===== src/rtl/sram_req_tracker.sv =====
// sram_req_tracker: request issue and in-flight tracking for an SRAM-like
// req/addr_ok/data_ok bus. Counts accepted-but-unreturned transactions,
// throttles issue at MAX_OUTSTANDING, and discards returns owed to requests
// that were in flight when the pipeline flushed.
module sram_req_tracker #(
    parameter int MAX_OUTSTANDING = 2,  // >= 1
    parameter int CNT_W           = 2   // 2**CNT_W > MAX_OUTSTANDING
) (
    input  logic             clk,
    input  logic             resetn,
    input  logic             stage_req,
    input  logic             flush,
    input  logic             addr_ok,
    input  logic             data_ok,
    output logic             sram_req,
    output logic             data_valid,
    output logic [CNT_W-1:0] outstanding,
    output logic [CNT_W-1:0] discard_pend,
    output logic             full,
    output logic             proto_err
);

    localparam logic [CNT_W-1:0] MAX_CNT = CNT_W'(MAX_OUTSTANDING);

    typedef enum logic [1:0] {
        ST_IDLE = 2'd0,
        ST_BUSY = 2'd1,
        ST_FULL = 2'd2
    } state_e;

    state_e           state_q, state_d;
    logic [CNT_W-1:0] outstanding_q, outstanding_d;
    logic [CNT_W-1:0] discard_q, discard_d;
    logic             proto_err_q, proto_err_d;

    logic can_issue;
    logic acc;
    logic ret;
    logic spurious;

    // Derive issue, accept/return events and the next value of every register.
    always_comb begin
        // NOTE: every signal gets a default up front so no path leaves it
        // unassigned, which would otherwise infer a latch.
        state_d       = state_q;
        outstanding_d = outstanding_q;
        discard_d     = discard_q;
        proto_err_d   = proto_err_q;

        // Issue depends only on the registered state: a slot freed by a return
        // becomes usable on the following cycle, never the same one.
        can_issue = (state_q != ST_FULL) && !flush;
        sram_req  = stage_req && can_issue && resetn;
        acc       = sram_req && addr_ok;
        ret       = data_ok && (outstanding_q != '0);
        spurious  = data_ok && (outstanding_q == '0);

        // A return only belongs to a live request when no older flush still
        // owes garbage returns and this cycle is not itself a flush.
        data_valid = ret && !flush && (discard_q == '0) && resetn;

        outstanding_d = outstanding_q + CNT_W'(acc) - CNT_W'(ret);

        // A flush marks everything still in flight (after this cycle's return)
        // as garbage; this overrides any count left from an earlier flush,
        // which is always a subset of what is in flight now.
        if (flush) begin
            discard_d = outstanding_q - CNT_W'(ret);
        end else if (ret && (discard_q != '0)) begin
            discard_d = discard_q - 1'b1;
        end

        if (spurious) begin
            proto_err_d = 1'b1;
        end

        if (outstanding_d == '0) begin
            state_d = ST_IDLE;
        end else if (outstanding_d == MAX_CNT) begin
            state_d = ST_FULL;
        end else begin
            state_d = ST_BUSY;
        end
    end

    // State, counters and sticky error, with synchronous active-low reset.
    always_ff @(posedge clk) begin
        // NOTE: sequential state uses non-blocking assignments so every
        // register samples the pre-edge values regardless of statement order.
        if (!resetn) begin
            state_q       <= ST_IDLE;
            outstanding_q <= '0;
            discard_q     <= '0;
            proto_err_q   <= 1'b0;
        end else begin
            state_q       <= state_d;
            outstanding_q <= outstanding_d;
            discard_q     <= discard_d;
            proto_err_q   <= proto_err_d;
        end
    end

    assign outstanding  = outstanding_q;
    assign discard_pend = discard_q;
    assign full         = (state_q == ST_FULL);
    assign proto_err    = proto_err_q;

endmodule


===== config.mk =====
export PLATFORM = sky130hd
export DESIGN_NAME = sram_req_tracker
export DESIGN_NICKNAME = d
export VERILOG_FILES = /design/src/rtl/sram_req_tracker.sv
export SDC_FILE = /design/constraint.sdc
export NUM_CORES = 1
export LEC_CHECK = 0
export BUFFER_PORTS_ARGS = -buffer_cell sky130_fd_sc_hd__buf_2
export CAP_MARGIN = 15
export CORE_AREA = 10 10 47 49
export CTS_CLUSTER_DIAMETER = 60
export DETAILED_ROUTE_END_ITERATION = 16
export DIE_AREA = 0 0 57 59
export HOLD_SLACK_MARGIN = 0.08
export PLACE_DENSITY = 0.55
export REMOVE_ABC_BUFFERS = 1
export SKIP_CTS_REPAIR_TIMING = 1
export SYNTH_ARGS = -nofsm -noshare
export SYNTH_HDL_FRONTEND = slang
export SYNTH_SLANG_ARGS = --single-unit

===== constraint.sdc =====
create_clock -name clk -period 1.7 [get_ports clk]
set_clock_uncertainty 0.1 [all_clocks]
set_input_delay 0.17 -clock clk [delete_from_list [all_inputs] [get_ports clk]]
set_output_delay 0.17 -clock clk [all_outputs]
set_load 0.01 [all_outputs]

==> flow_results.org <==
** Job
- Across the run, the number of max-cap violations was 0.

** Final layout
- Cell area after layout :: 560.5 um^2
- For this run, the share of the core covered by cells in the final layout is 0.4000.
- Non-filler cells in the finished layout :: 80
- At the end of the flow, the number of nets in the layout was 75.
- 0 antenna diodes ended up in the layout.
- In the final layout, the share of cells above drive strength 1 is 0.4375.
- Commonest non-fill, non-tap cells in the layout :: sky130_fd_sc_hd__buf_2 (13), sky130_fd_sc_hd__dfxtp_1 (6), sky130_fd_sc_hd__buf_4 (6)
- Leaving out fill and tap cells, the most frequent cell in the layout is sky130_fd_sc_hd__buf_2.
- Syn-to-layout area delta :: 49.33%

** Worst setup path
- Worst r2r path cells :: 9
- Required time at the endpoint of the critical path :: 1.74 ns
- STA classifies the critical path endpoint as a flop.
- Setup slack of the most critical reg-to-reg path :: -0.16 ns
- The worst register-to-register path ends at state_q[1]$_SDFF_PP0_.
- The critical path ends at state_q[1]$_SDFF_PP0_.
- Worst Path Max Fanout :: 2
- Endpoint arrival time on the critical path :: 1.91 ns
- Setup Crit Path Kind :: reg -> reg
- Critical path launch point type :: flop
- The startpoint identified for the worst register-to-register timing path is state_q[1]$_SDFF_PP0_.
- Tracing the worst setup path back leads to its startpoint at state_q[1]$_SDFF_PP0_.

** GRT
- The first global-routing pass estimated 1635 um of wire.
- The number of global-route vias before repair was 395.
- Global router's overall resource usage :: 0.06326
- Global route overflow :: 0
- Entering global routing, the biggest net connects 8 pins.
- Antenna violations before repair :: 0

** Synthesis
- Syn Area/Cell :: 9.155 um^2
- Synth warnings :: 0
- Most area-consuming cells after synthesis :: sky130_fd_sc_hd__dfxtp_1 (37%), sky130_fd_sc_hd__ha_1 (13%), sky130_fd_sc_hd__xnor2_1 (7.0%), sky130_fd_sc_hd__and2_1 (5.0%), sky130_fd_sc_hd__inv_1 (5.0%)
- Unique cell type count in the Yosys netlist :: 18
- Cell taking the most area after synthesis :: sky130_fd_sc_hd__dfxtp_1
- Fraction of the yosys area taken by sequential cells :: 0.3733
- The synthesized design contains 7 register bits.
- Synthesized instance count :: 41
- After synthesis the cells add up to 375.4 um^2.
- Area fraction of the dominant cell type after synthesis :: 0.3733

** Drt
- Total wire length :: 935 um
- Number of DRC violations after detailed routing :: 0
- Initial DRC Count :: 3
- After detailed routing, the number of vias per cell comes to 4.563.
- Before antenna repair, the detailed router went through 3 iterations.
- Dividing the detail-routed wire length by the instance count gives 11.69 um.
- Once detail routing completed, the nets flagged for antenna violations numbered 0.
- Via count :: 365

** Clock tree
- Count of clock tree sinks :: 7
- TritonCTS built the clock tree.
- Counting along the longest clock path gives a buffer depth of 2.
- H-Tree Depth :: 1
- Counting the buffers created by CTS gives 3.
- CTS Root Cell :: sky130_fd_sc_hd__clkbuf_4
- After clock tree synthesis, the clock-pin slew on the worst setup and hold paths is 0.05 ns.
- For the worst-skew pair, the clock arrives at the later sink with an insertion delay of 0.25 ns.

** Die
- The floorplan step set the die width to 57 um.
- The core region is 1401 um^2.
- The floorplan step defined a die boundary enclosing 3363 um^2.
- Die H :: 59 um
- Number of I/O pins :: 14
- Starting density of the core :: 0.2679
- Row generation in the floorplan step produced 14 rows.

** Placed design
- Routability-driven placement finished with a final weighted congestion of 0.7044.
- The count of buffers added on input and output ports is 13.
- Timing analysis after detailed placement gives a worst setup slack of -0.1695 ns.
- The placed instances occupy a cell area of 505.5 um^2.
- After legalization and detailed placement, the total HPWL measured 738.8 um.
- The number of placed instances, taps included, is 76.

** STA
- The final hold violation count is 0.
- Worst hold slack :: 0.1245 ns
- In this run the tightest slew margin relative to its limit is 0.8861.
- Worst path setup slack after routing :: -0.1613 ns
- Max-slew violations :: 0
- Peak Freq :: 0.5373 GHz
- Dividing the final minimum period by the clock period gives 1.095.
- Final total negative setup slack :: -0.2752 ns
- The routed design could run at a clock period as short as 1.861 ns.
- Worst Max-Slew Pin Slew :: 0.1696 ns
- RSZ-0062 raised after global routing :: yes
- Setup violations remaining at the end of the flow were counted as 2.

** Status
- Run status :: finished with violations
- Violations in the final reports :: negative setup slack

** Power
- The worst-case IR drop observed on VDD is 758.9 uV.
- The design draws 0.8704 mW.
- For this design the static power due to leakage is 0.2833 nW.
- Pwr per Cell Area :: 1553 nW/um^2

** Worst hold path
- Class of the worst hold path :: in -> reg
-- kinds of logic after synthesis --
logic type,after synthesis,share of synthesized area
simple gates,17,0.2767
flops,7,0.3733
compound gates,5,0.09665
buf+inv,5,0.05001
fa+ha+maj,4,0.1333
xor+xnor,3,0.07001
-- critical path, stage by stage, from the launching register on --
cell and delay (ns):
sky130_fd_sc_hd__dfxtp_2 0.31, sky130_fd_sc_hd__nor2b_4 0.11, sky130_fd_sc_hd__and3b_1 0.21, sky130_fd_sc_hd__nand2_1 0.06, sky130_fd_sc_hd__ha_1 0.29, sky130_fd_sc_hd__inv_2 0.05, sky130_fd_sc_hd__ha_4 0.15, sky130_fd_sc_hd__xnor2_2 0.18
sky130_fd_sc_hd__xnor2_1 0.11, sky130_fd_sc_hd__and3b_1 0.18
-- sequential cells by signal, summed over array words and instances, names as in the netlist --
name,cells
discard_pend,2
state_q,2
outstanding,2
proto_err,1
-- per-layer routing --
layer,up-vias,global-route usage,part of all wire
li1,186,-,-
met1,167,0.06220,0.42
met2,10,0.09457,0.47
met3,2,0.03863,0.087
met4,0,0.05034,0.015
met5,-,0,0
-- worst min path at each step --
stage	slack, ns	to	startpoint	cells past startpoint
detailed placement	0.37	proto_err$_SDFFE_PN0P_	data_ok	3
finish	0.12	proto_err$_SDFFE_PN0P_	data_ok	3
floorplan	0.19	outstanding[0]$_SDFF_PN0_	resetn	1
global placement	0.35	proto_err$_SDFFE_PN0P_	data_ok	3
global route	0.15	proto_err$_SDFFE_PN0P_	data_ok	3
CTS	0.11	proto_err$_SDFFE_PN0P_	data_ok	3
-- report_power, final --
| group | internal (mW) | switching (mW) | total, mW |
|---|---|---|---|
| sequential | 0.224 | 0.0341 | 0.258 |
| combinational | 0.246 | 0.213 | 0.459 |
| clock | 0.0897 | 0.0632 | 0.153 |
| total | 0.560 | 0.311 | 0.870 |
-- synthesized netlist by cell type --
master and n:
sky130_fd_sc_hd__dfxtp_1 7, sky130_fd_sc_hd__inv_1 5, sky130_fd_sc_hd__ha_1 4, sky130_fd_sc_hd__and2_1 3, sky130_fd_sc_hd__nand2_1 3, sky130_fd_sc_hd__nor2b_1 3, sky130_fd_sc_hd__xnor2_1 3, sky130_fd_sc_hd__and3b_1 2
sky130_fd_sc_hd__nor2_1 2, sky130_fd_sc_hd__a21oi_1 1, sky130_fd_sc_hd__and3_1 1, sky130_fd_sc_hd__and4_1 1, sky130_fd_sc_hd__nor3_1 1, sky130_fd_sc_hd__o21a_1 1, sky130_fd_sc_hd__o21ai_0 1, sky130_fd_sc_hd__o21ai_2 1
sky130_fd_sc_hd__o311a_1 1, sky130_fd_sc_hd__or4b_1 1
-- area by class of cell --
class / count / area (um^2)
timing repair buffer: 19 / 110.1
fill: 153 / 840.8
tap: 16 / 20.02
inverter: 5 / 18.77
multi-input combinational: 29 / 244.0
clock buffer: 4 / 26.28
sequential: 7 / 141.4
Power figures use the tool's default switching activity.
